`src/rtl/prbs_checker_pkg.sv`:
```
// rtl/prbs_checker_pkg.sv - shared state encodings and default parameters for the PRBS blocks
package prbs_checker_pkg;

   // Checker state encoding
   typedef enum logic [1:0] {
      ST_SEED   = 2'd0,
      ST_HUNT   = 2'd1,
      ST_LOCKED = 2'd2
   } prbs_state_e;

   // Default PRBS7 (x^7 + x^6 + 1) taps and lock/loss thresholds
   localparam int DEF_TAP_A       = 7;
   localparam int DEF_TAP_B       = 6;
   localparam int DEF_LOCK_COUNT  = 8;
   localparam int DEF_LOSS_THRESH = 4;

endpackage

```
`src/rtl/prbs_lfsr.sv`:
```
// rtl/prbs_lfsr.sv - XNOR-feedback LFSR with selectable load of an external bit or its own prediction
module prbs_lfsr
   import prbs_checker_pkg::*;
#(
   parameter int TAP_A = DEF_TAP_A,
   parameter int TAP_B = DEF_TAP_B
) (
   input  logic             clk,
   input  logic             rst_n,
   input  logic             shift_en,
   input  logic             load_ext,
   input  logic             ext_bit,
   output logic [TAP_A-1:0] sr,
   output logic             p
);

   // Prediction of the next bit from the current register contents
   assign p = ~(sr[TAP_A-1] ^ sr[TAP_B-1]);

   // Shift register: newest bit enters at sr[0]; either the received bit or the own prediction
   always_ff @(posedge clk or negedge rst_n) begin
      if (!rst_n) begin
         sr <= '0;
      end else if (shift_en) begin
         sr <= {sr[TAP_A-2:0], (load_ext ? ext_bit : p)};
      end
   end

endmodule

```
`config.mk`:
```
export PLATFORM = sky130hd
export DESIGN_NAME = prbs_lfsr
export DESIGN_NICKNAME = d
export VERILOG_FILES = /design/src/rtl/prbs_checker_pkg.sv /design/src/rtl/prbs_lfsr.sv
export SDC_FILE = /design/constraint.sdc
export NUM_CORES = 1
export LEC_CHECK = 0
export ABC_AREA = 1
export CORE_AREA = 2 2 39 41
export CTS_BUF_LIST = sky130_fd_sc_hd__clkbuf_8
export DETAILED_ROUTE_END_ITERATION = 12
export DIE_AREA = 0 0 41 43
export PLACE_DENSITY = 0.55
export REMOVE_ABC_BUFFERS = 1
export SETUP_SLACK_MARGIN = 0.2
export SLEW_MARGIN = 25
export SYNTH_ARGS = -nofsm -noshare
export SYNTH_HDL_FRONTEND = slang
export SYNTH_SLANG_ARGS = --single-unit
```
`constraint.sdc`:
```
create_clock -name clk -period 1.2 [get_ports clk]
set_input_delay 0.18 -clock clk [delete_from_list [all_inputs] [get_ports clk]]
set_output_delay 0.18 -clock clk [all_outputs]
set_load 0.05 [all_outputs]
```
### Yosys cells after proc, flatten, opt, wreduce, memory -nomap -nowiden

Cells that the tools add are included.
Widths: inputs -> output; s select.

| word-level totals | value |
|---|---|
| register bits | 7 |
| latch bits | 0 |
| bits in writable memories | 0 |
| ROM bits | 0 |
| input bits | 5 |
| word-level logic and storage cells | 4 |
| memories | 0 |

| cells by class | value |
|---|---|
| $add $sub $neg | 0 |
| multiply operators | 0 |
| divide/modulo/power cells | 0 |
| $lt $le $gt $ge | 0 |
| equal/unequal tests | 0 |
| shift-type cells | 0 |
| mux-type cells | 1 |
| bitwise gates (word level) | 2 |
| reductions and logical operators | 0 |

Operators with widths:

| operator | count |
|---|---|
| $mux 1 | 1 |
| $not 1->1 | 1 |
| $xor 1x1->1 | 1 |

### Depth between registers and ports, before layout

Gate-level depths: netlist of run 1.

| depth | value |
|---|---|
| word-level depth | 3 |
| depth in mapped cells | 5 |

### Worst setup path after synthesis of run 1

No wires, ideal clock.

| timing | value |
|---|---|
| path kind | flip-flop to output port |
| start point | reg sr[5] |
| end point | out p |
| arrival | 1.131 ns |
| required time | 1.020 ns |
| slack | -0.111 ns |
| cell stages (with the launch flop) | 3 |
| path buffers | 0 |
| cell sequence | dfrtp_1 > nand2_1 > nand2_1 |

| between the ends | value |
|---|---|
| longest elaborated chain between the ends | 2 |

Ends and longest elaborated chain:

| element | line | source |
|---|---|---|
| start: declaration | prbs_lfsr.sv:13 | `output logic [TAP_A-1:0] sr,` |
| start signal: assignment | prbs_lfsr.sv:25 | `sr <= {sr[TAP_A-2:0], (load_ext ? ext_bit : p)};` |
| $xor 1x1->1 | prbs_lfsr.sv:18 | `assign p = ~(sr[TAP_A-1] ^ sr[TAP_B-1]);` |
| $not 1->1 | prbs_lfsr.sv:18 |  |
| end: declaration | prbs_lfsr.sv:14 | `output logic p` |

Every way passes these cells.

### Final worst setup path of run 1

Same ends and word-level chain as after synthesis.

==> results of run 1 <==
[worst register-to-register path: cells and delay by family (launching register included)]
kind             cells  cell delay (ns)
DFF                  1             0.42
and+or+nand+nor      4             0.29
[worst max-delay path by stage]
stage / start / to / cells after the start
after global placement: shift_en / sr[0] / 6
final: sr[5] / p / 4
after global routing: sr[5] / p / 4
after floorplan: sr[5] / p / 2
after detailed placement: shift_en / sr[0] / 6
after CTS: sr[5] / p / 4
[metal layers]
metal	share of wire	track usage	routed length [um]	vias to the layer above
li1	-	-	-	150
met1	0.41	0.130	273	128
met2	0.50	0.116	332	8
met3	0.065	0.0471	43	2
met4	0.017	0.0600	11	0
met5	0	0	0	-
[logic make-up after synthesis]
kind of cell           Yosys count  synth area share
AND/OR/NAND/NOR                 15             0.198
flip-flops                       7             0.576
buffers and inverters            7             0.128
AO/OA/AOI/OAI                    6            0.0988
[cell usage after synthesis]
library cell and number:
nand2_1 12, dfrtp_1 7, inv_1 5, o21ai_0 4, o21ai_1 2, buf_6 1
inv_6 1, nand3_1 1, nor2_1 1, nor2_2 1
[power by group]
part	leakage, nW	internal [mW]	switching [mW]
combinational	0.184	0.259	0.259
sequential	0.0873	0.276	0.0430
clock	0.0269	0.221	0.0966
total	0.299	0.755	0.399
[final cells by class]
cell class,count,area [um2],area share
multi-input cells,21,95.1,0.153
well taps,16,20.0,0.0323
repair buffers,19,256,0.413
inverters,6,27.5,0.0444
clock inverters,1,3.75,0.00605
clock buffers,3,41.3,0.0665
flip-flops and latches,7,176,0.284
[what timing repair did]
item / CTS / global route
hold buffers: 0 / 0
endpoints found under the setup margin: 2 / 6
setup buffers: 0 / 6
pin swaps: 0 / 1
gates resized for setup: 1 / 5
==> impl_results.md, run 1 <==
* # diodes at 0
* Fmax at 859 MHz
* Worst Reg-to-Reg Cells at 4
* Worst Tran Pin Value at 0.309 ns
* Fin nets at 63
* Gr ovfl total at 0
* Distinct cell type count after synthesis at 10
* CTS buffer count at 3
* Worst R2R End: sr[0]
* CP most frequent cell: nand2_2
* Largest net degree at the start of global routing at 10
* Unrepaired setup endpoints after global routing: true
* Core Util, Final at 0.448
* Initial drt markers at 8
* Synth Register Bits at 7
* Final setup fails at 0
* Critical path launch point type: flop
* Routed length per instance at 9.05 um
* Crit path kind: reg -> out
* FP Rows at 14
* Power consumption at 1.15 mW
* PortBufs at 12
* Status: completed
* Period Utilization, post-route at 0.970
* Number of global-route vias before repair at roughly 280
* TritonCTS clock tree: yes
* Ports at 13
* Layout area overhead at 104%
* Post-route DRC at 0
* Commonest cells after routing, fill and taps aside: nand2_1, buf_12, buf_4, dfrtp_1
* Top cells by area, synth: dfrtp_1, nand2_1, o21ai_0
* Rel. slew slack at 0.793
* Max incr delay on CP at 0.42 ns
* Data arrival, critical path at approximately 0.98 ns
* Crit path capture type: output pin
* Dpl cells at 63
* Syn Inst Count at 35
* Max FFs per register at 7
* Core area at 1380 um2
* Longest Clk Path Bufs at 2
* Hold Fails Final Rpt at 0
* Initial Util at 0.220
* GRT Resource Usage Total at 0.0953
* Via count at 288
* Total number of yosys warnings at 0
* Final Max Slew Viols at 0
* Commonest non-fill, non-tap cell in the layout: nand2_1
* Fin cells at 73
* Worst Hold Class: in -> async
* Dpl cell area at 520 um2
* Die area at 1760 um2
* Power per cell area at 1860 nW/um2
* PnR worst setup slack at between 0.03 and 0.04 ns
* Sequential fraction of the synthesis area at 0.576
* Largest regs: sr: 7 flops
* DP HPWL at roughly 470 um
* Clock root buffer: clkbuf_8
* Vias per cell at 3.95
* Per-instance average area after synthesis at about 8.7 um2
* First-pass GRT wire length at 1100 um
* GP Congestion at 0.727
* Slowest CP cell: dfrtp_2
* R2R Setup Slk at roughly 0.39 ns
* Layout cells sized above 1 at 0.439
* ANT nets after route at 0
* CP max FO at 4
* Peak supply drop at 1.09 mV
* H-tree Lvls at 1
* Leakage power figure at around 0.30 nW
* # fillers at 132
* DRT Wirelength at about 660 um
* Top delay family on crit path: flip-flops
* TNS Setup at 0 ns
* Reg-to-reg startpoint: sr[5]
* Post-synth top area share at 0.576
* Crit path time final at around 1.2 ns
* Crit path buf inv count at 2
* Clock slew at reported path FFs at around 0.040 ns
* Insertion delay to the later sink of the worst-skew pair at 0.22 ns
* Post-route cell area at 621 um2
* Largest reg by FF count: sr
* CTS sink cnt at 7
* Max_cap viols at 0
* Cell taking the most area after synthesis: dfrtp_1
* Worst path cell trace: inv_2, nand2_2, nand2_2, buf_12
* Place WS at about 0.096 ns
* WP data required at between 1 and 1.5 ns
* Die Wd at 41 um
* Die Y at 43 um
* Drt pass-1 iters at 4
* Worst Skew at 0.00194 ns
* Antenna violations before repair at 0
* Synth Cell Area at between 300 and 400 um2
* Worst Hold Slack at 0.214 ns
Note: power is estimated with default switching activity, not from simulation.
==> inputs of run 2 (changes only) <==
- SLEW_MARGIN: 25 -> 10
==> results of run 2 <==
Final layout, timing and power as in run 1 (identical DEF).
